[config.mk]
export PLATFORM = sky130hd
export DESIGN_NAME = hex_display_multi_flat
export DESIGN_NICKNAME = d
export VERILOG_FILES = /design/src/rtl/hex_display_multi_if.sv /design/src/rtl/hex_display_multi.sv /design/src/flat_wrapper.sv
export SDC_FILE = /design/constraint.sdc
export NUM_CORES = 1
export LEC_CHECK = 0
export BUFFER_PORTS_ARGS = -buffer_cell sky130_fd_sc_hd__buf_2
export CAP_MARGIN = 20
export CORE_MARGIN = 3
export CORE_UTILIZATION = 50
export DETAILED_ROUTE_END_ITERATION = 7
export PLACE_DENSITY = 0.75
export SYNTH_ARGS = -nofsm -noshare
export SYNTH_HDL_FRONTEND = slang
export SYNTH_SLANG_ARGS = --single-unit
[constraint.sdc]
create_clock -name clk -period 5.9 [get_ports clk]
set_input_delay 0.295 -clock clk [delete_from_list [all_inputs] [get_ports clk]]
set_output_delay 0.295 -clock clk [all_outputs]
set_load 0.05 [all_outputs]
[src/rtl/hex_display_multi_if.sv]
// Bus between a board-level top and the multi-digit hex display controller.
// The top drives value/mode/display controls; the controller returns segments and wrap.
interface hex_display_multi_if #(
   parameter int DIGITS = 6
);
   logic                  load;
   logic [4*DIGITS-1:0]   data;
   logic [1:0]            mode;
   logic                  blank_lz;
   logic                  blink;
   logic [7*DIGITS-1:0]   hex;
   logic                  wrap;

   modport master (output load, data, mode, blank_lz, blink, input hex, wrap);
   modport slave  (input load, data, mode, blank_lz, blink, output hex, wrap);
endinterface

[src/rtl/hex_display_multi.sv]
// Multi-digit seven-segment controller: value register with load/up/down counting,
// registered active-low decode, leading-zero blanking, blinking. Define HEX_DISP_DECIMAL_EN for BCD counting.
module hex_display_multi #(
   parameter int DIGITS    = 6,
   parameter int TICK_DIV  = 50000000,
   parameter int BLINK_DIV = 12500000
) (
   input  logic                clk,
   input  logic                reset,
   hex_display_multi_if.slave  bus
);
   localparam int VW = 4*DIGITS;
   localparam int HW = 7*DIGITS;
   localparam int TW = $clog2(TICK_DIV);
   localparam int BW = $clog2(BLINK_DIV);
`ifdef HEX_DISP_DECIMAL_EN
   localparam logic [VW-1:0] MAX_VAL = {DIGITS{4'h9}};
`else
   localparam logic [VW-1:0] MAX_VAL = '1;
`endif

   function automatic logic [6:0] seg7(input logic [3:0] n);
      logic [6:0] s;
      case (n)
         4'h0: s = 7'h40;  4'h1: s = 7'h79;  4'h2: s = 7'h24;  4'h3: s = 7'h30;
         4'h4: s = 7'h19;  4'h5: s = 7'h12;  4'h6: s = 7'h02;  4'h7: s = 7'h78;
         4'h8: s = 7'h00;  4'h9: s = 7'h10;  4'hA: s = 7'h08;  4'hB: s = 7'h03;
         4'hC: s = 7'h46;  4'hD: s = 7'h21;  4'hE: s = 7'h06;  default: s = 7'h0E;
      endcase
      return s;
   endfunction

   function automatic logic [VW-1:0] sat_load(input logic [VW-1:0] v);
`ifdef HEX_DISP_DECIMAL_EN
      logic [VW-1:0] r;
      r = v;
      for (int i = 0; i < DIGITS; i++)
         if (v[4*i +: 4] > 4'd9) r[4*i +: 4] = 4'd9;
      return r;
`else
      return v;
`endif
   endfunction

   function automatic logic [VW-1:0] inc_val(input logic [VW-1:0] v);
`ifdef HEX_DISP_DECIMAL_EN
      logic [VW-1:0] r;
      logic          c;
      r = v;
      c = 1'b1;
      for (int i = 0; i < DIGITS; i++) begin
         if (c) begin
            if (v[4*i +: 4] >= 4'd9) r[4*i +: 4] = 4'd0;
            else begin
               r[4*i +: 4] = v[4*i +: 4] + 4'd1;
               c = 1'b0;
            end
         end
      end
      return r;
`else
      return v + VW'(1);
`endif
   endfunction

   function automatic logic [VW-1:0] dec_val(input logic [VW-1:0] v);
`ifdef HEX_DISP_DECIMAL_EN
      logic [VW-1:0] r;
      logic          b;
      r = v;
      b = 1'b1;
      for (int i = 0; i < DIGITS; i++) begin
         if (b) begin
            if (v[4*i +: 4] == 4'd0) r[4*i +: 4] = 4'd9;
            else begin
               r[4*i +: 4] = v[4*i +: 4] - 4'd1;
               b = 1'b0;
            end
         end
      end
      return r;
`else
      return v - VW'(1);
`endif
   endfunction

   logic [VW-1:0] val_p0;
   logic          wrap_p0;
   logic [HW-1:0] hex_p1;
   logic [TW-1:0] tick_cnt;
   logic [BW-1:0] blink_cnt;
   logic          phase_on;

   logic          counting;
   logic          tick;
   logic [VW-1:0] val_nxt;
   logic          wrap_nxt;
   logic          show;
   logic          lead;
   logic [HW-1:0] hex_nxt;

   always_comb begin
      counting = (bus.mode == 2'b01) || (bus.mode == 2'b10);
      tick     = counting && (tick_cnt == TW'(TICK_DIV-1));
      val_nxt  = val_p0;
      wrap_nxt = 1'b0;
      if (bus.load) begin
         val_nxt = sat_load(bus.data);
      end else if (tick) begin
         if (bus.mode == 2'b01) begin
            val_nxt  = inc_val(val_p0);
            wrap_nxt = (val_p0 == MAX_VAL);
         end else begin
            val_nxt  = dec_val(val_p0);
            wrap_nxt = (val_p0 == '0);
         end
      end
   end

   // Stage p0: value register, wrap flag, tick and blink timebases
   always_ff @(posedge clk) begin
      if (reset) begin
         val_p0   <= '0;
         wrap_p0  <= 1'b0;
         tick_cnt <= '0;
      end else begin
         val_p0  <= val_nxt;
         wrap_p0 <= wrap_nxt;
         if (bus.load || !counting || tick) tick_cnt <= '0;
         else                               tick_cnt <= tick_cnt + TW'(1);
      end
   end

   always_ff @(posedge clk) begin
      if (reset || !bus.blink) begin
         blink_cnt <= '0;
         phase_on  <= 1'b1;
      end else if (blink_cnt == BW'(BLINK_DIV-1)) begin
         blink_cnt <= '0;
         phase_on  <= ~phase_on;
      end else begin
         blink_cnt <= blink_cnt + BW'(1);
      end
   end

   // Dropping blink must relight the display on the very next edge, so the phase is overridden here
   always_comb begin
      show    = phase_on || !bus.blink;
      hex_nxt = '1;
      lead    = 1'b1;
      for (int i = DIGITS-1; i >= 0; i--) begin
         lead = lead && (val_p0[4*i +: 4] == 4'h0);
         if (show && !(bus.blank_lz && lead && (i != 0)))
            hex_nxt[7*i +: 7] = seg7(val_p0[4*i +: 4]);
      end
   end

   // Stage p1: registered segment outputs
   always_ff @(posedge clk) begin
      if (reset) hex_p1 <= '1;
      else       hex_p1 <= hex_nxt;
   end

   assign bus.hex  = hex_p1;
   assign bus.wrap = wrap_p0;
endmodule

[src/flat_wrapper.sv]
// flat-port wrapper written by rule: the top's interface ports become plain ports
module hex_display_multi_flat 
#(
   parameter int DIGITS    = 6,
   parameter int TICK_DIV  = 50000000,
   parameter int BLINK_DIV = 12500000
)
  (clk, reset, bus_load, bus_data, bus_mode, bus_blank_lz, bus_blink, bus_hex, bus_wrap);
  hex_display_multi_if #(.DIGITS(DIGITS)) bus_i ();
  input  logic clk;
  input  logic reset;
  input wire logic [$bits(bus_i.load)-1:0] bus_load;
  input wire logic [$bits(bus_i.data)-1:0] bus_data;
  input wire logic [$bits(bus_i.mode)-1:0] bus_mode;
  input wire logic [$bits(bus_i.blank_lz)-1:0] bus_blank_lz;
  input wire logic [$bits(bus_i.blink)-1:0] bus_blink;
  output wire logic [$bits(bus_i.hex)-1:0] bus_hex;
  output wire logic [$bits(bus_i.wrap)-1:0] bus_wrap;
  assign bus_i.load = bus_load;
  assign bus_i.data = bus_data;
  assign bus_i.mode = bus_mode;
  assign bus_i.blank_lz = bus_blank_lz;
  assign bus_i.blink = bus_blink;
  assign bus_hex = bus_i.hex;
  assign bus_wrap = bus_i.wrap;
  hex_display_multi #(.DIGITS(DIGITS), .TICK_DIV(TICK_DIV), .BLINK_DIV(BLINK_DIV)) u_core (.clk(clk), .reset(reset), .bus(bus_i));
endmodule
==> impl_metrics.json <==
{
  "cts.clk_slew.worst_paths_ns": 0.05,
  "dpl_worst_slack_ns": 2.23,
  "diodes": 0,
  "ios": 74,
  "netlist_area_sq_um": 7080,
  "whs_ns": 0.119,
  "drtPass1Iterations": 5,
  "status": "completed",
  "grt.total_usage_pct": 22.9,
  "wl_per_cell_microns": 16.0,
  "utilization_pct": 59.5,
  "yosysWarnings": 0,
  "synth_nets": 961,
  "ys_top_cells_by_count": "118 x dfxtp_1, 110 x nor2_1, 79 x nand2_1, 62 x ha_1, 47 x a21oi_1",
  "clock-skew-final_ns": 0.00777,
  "worstSetupPathType": "primary input to register",
  "drt-total-wl_microns": 17800,
  "grt_pass1_wl_microns": 29600,
  "maxSlewHeadroom_pct": 36.9,
  "cts.sinks": 118,
  "arrival_ns": 3.60,
  "setup_tns_ns": 0,
  "ys_ff_latch": 118,
  "overflow": 0,
  "async_flop_share_pct": 0,
  "hold_buffers": 0,
  "cap_violations": 0,
  "final_antenna_net_count": 0,
  "grt_antenna_before_repair": 0,
  "die-area_sq_um": 15600,
  "htree_levels": 4,
  "rrSetupSlack_ns": 3.10,
  "rsz0062_at_grt": "no",
  "cts-buffers-inserted": 17,
  "yosys-top-cells-area": "dfxtp_1 33%, ha_1 11%, nor2_1 5.8%, xor2_1 4.8%, nand2_1 4.2%",
  "worstSetupEndpointType": "register",
  "vias_per_cell": 5.73,
  "final_nets": 1016,
  "leakagePower_nw": 3.23,
  "r2r-start": "u_core.tick_cnt[0]",
  "die_x_microns": 125,
  "grtUsageMet2_pct": 35.2,
  "min_period_over_period_pct": 55.9,
  "yosysMostFrequentCell": "dfxtp_1",
  "synth_edf_count": 0,
  "syn_inst": 867,
  "dpl_cell_area_sq_um": 7490,
  "setup_violations": 0,
  "synth-main-ff-cell": "dfxtp_1",
  "drtIter0Drc": 663,
  "crit_required_ns": 6.20,
  "postLayoutSetupSlackWorst_ns": 2.60,
  "port-buffer-count": 73,
  "grt_pass1_vias": 5888,
  "critPathMaxFanout": 27,
  "period_minus_slack_ns": 3.30,
  "total_power_mw": 2.35,
  "hold_depth": 3,
  "finalMaxSlewViolations": 0,
  "syn_area_per_cell_sq_um": 8.17,
  "met3_usage_pct": 5.97,
  "p_per_area_nw_per_um2": 291,
  "dp_cells": 1079,
  "synth.distinct_cells": 59,
  "core_area_sq_um": 13600,
  "min_from": "bus_data[5]",
  "row_count": 42,
  "drc": 0,
  "netlist.area_leader.share_pct": 33.4,
  "postCtsSetupBuffers": 0,
  "critPathLaunchType": "primary input",
  "holdPathEnd": "u_core.val_p0[5]",
  "dp.final_hpwl_microns": 12900,
  "clockRootBuffer": "clkbuf_16",
  "area_growth_pct": 13.9,
  "fp.dieH_microns": 125,
  "vias": 6360,
  "clockBufferDepth": 2,
  "finalHoldViolCount": 0,
  "peakVddDrop_mv": 0.201,
  "cts_resized": 0,
  "yosysSeqAreaShare_pct": 33.4,
  "final_cells": 1110,
  "clock_latency_ns": 0.41,
  "final_area_sq_um": 8060,
  "cts_tree": "built",
  "r2r-end": "u_core.tick_cnt[17]",
  "grt_max_degree": 30,
  "fmax_ghz": 0.303,
  "grt_busiest_layer": "met2",
  "met1_usage_pct": 31.7,
  "reg2reg_depth": 6,
  "drive_gt1_share_pct": 11.6,
  "tightest_slew_ns": 0.946,
  "min_path_type": "primary input to register",
  "start_util_pct": 52.2,
  "synth_top_area_cell": "dfxtp_1",
  "gp_congestion": 0.966,
  "fillers": 1195
}
==> cells in the final DEF (no fill, tap or decap), drive strengths merged, types with 4 or more instances in the layout <==
| master | count |
|---|---|
| a21o | 18 |
| a21oi | 47 |
| a31oi | 5 |
| a32oi | 6 |
| and2 | 8 |
| and3 | 14 |
| and4 | 7 |
| buf | 74 |
| clkbuf | 23 |
| clkinvlp | 4 |
| dfxtp | 118 |
| ha | 62 |
| inv | 39 |
| mux2i | 5 |
| nand2 | 79 |
| nand2b | 12 |
| nand3 | 43 |
| nand3b | 6 |
| nand4 | 21 |
| nor2 | 110 |
| nor2b | 5 |
| nor3 | 17 |
| nor4 | 4 |
| o211ai | 25 |
| o21a | 8 |
| o21ai | 39 |
| o22ai | 6 |
| o311ai | 16 |
| o31a | 4 |
| or3 | 4 |
| xnor2 | 27 |
| xor2 | 39 |
==> worst max-delay path, stage by stage <==
cell and delay [ns]:
buf_2 0.11, ha_1 0.26, inv_1 0.72, ha_1 0.48, a21o_1 0.20, a21o_1 0.17, a221o_1 0.37, o41ai_2 0.51
nor2_1 0.11, mux2i_1 0.14, o31a_1 0.24
==> cells by family (layout without fill, tap and decap cells) <==
group	count (synthesis)	in the layout	synth area share (%)
buffers and inverters	77	144	4.61
AO/OA/AOI/OAI	196	196	18.3
adder cells (fa/ha/maj)	63	63	11.2
XOR/XNOR	66	66	8.16
flip-flops	118	118	33.4
AND/OR/NAND/NOR	341	341	23.3
multiplexers	6	6	1.02
==> power by group <==
group | switching [mW] | internal [mW]
Sequential | 0.0394 | 0.840
Combinational | 0.318 | 0.156
Clock | 0.357 | 0.639
Total | 0.714 | 1.64
==> flip-flops by register name, indices dropped and copies added (netlist names) <==
signal	flops
u_core.blink_cnt	24
u_core.bus.hex	42
u_core.bus.wrap	1
u_core.phase_on	1
u_core.tick_cnt	26
u_core.val_p0	24
==> layout make-up <==
cell class | instances | area, sq um | share of cell area [%]
inverters | 39 | 146 | 1.82
clock buffers | 23 | 468 | 5.80
multi-input cells | 672 | 4390 | 54.5
flip-flops and latches | 118 | 2360 | 29.3
clock inverters | 8 | 100 | 1.24
well taps | 176 | 220 | 2.73
repair buffers | 74 | 373 | 4.63
==> per-layer routing <==
layer,wire [microns],vias up
li1,-,3212
met1,8380,2914
met2,7870,211
met3,1170,23
met4,342,0
met5,0,-
==> how the worst max path moves through the flow <==
| stage | start | endpoint | slack [ns] |
|---|---|---|---|
| finish | bus_mode[0] | u_core.val_p0[20] | 2.60 |
| global route | bus_mode[0] | u_core.val_p0[21] | 2.41 |
| CTS | bus_mode[0] | u_core.val_p0[20] | 2.65 |
| detailed placement | bus_mode[0] | u_core.val_p0[20] | 2.23 |
| global placement | bus_mode[0] | u_core.val_p0[20] | 2.31 |
| floorplan | bus_mode[1] | u_core.val_p0[20] | 2.80 |
(Power assumes the default switching activity.)
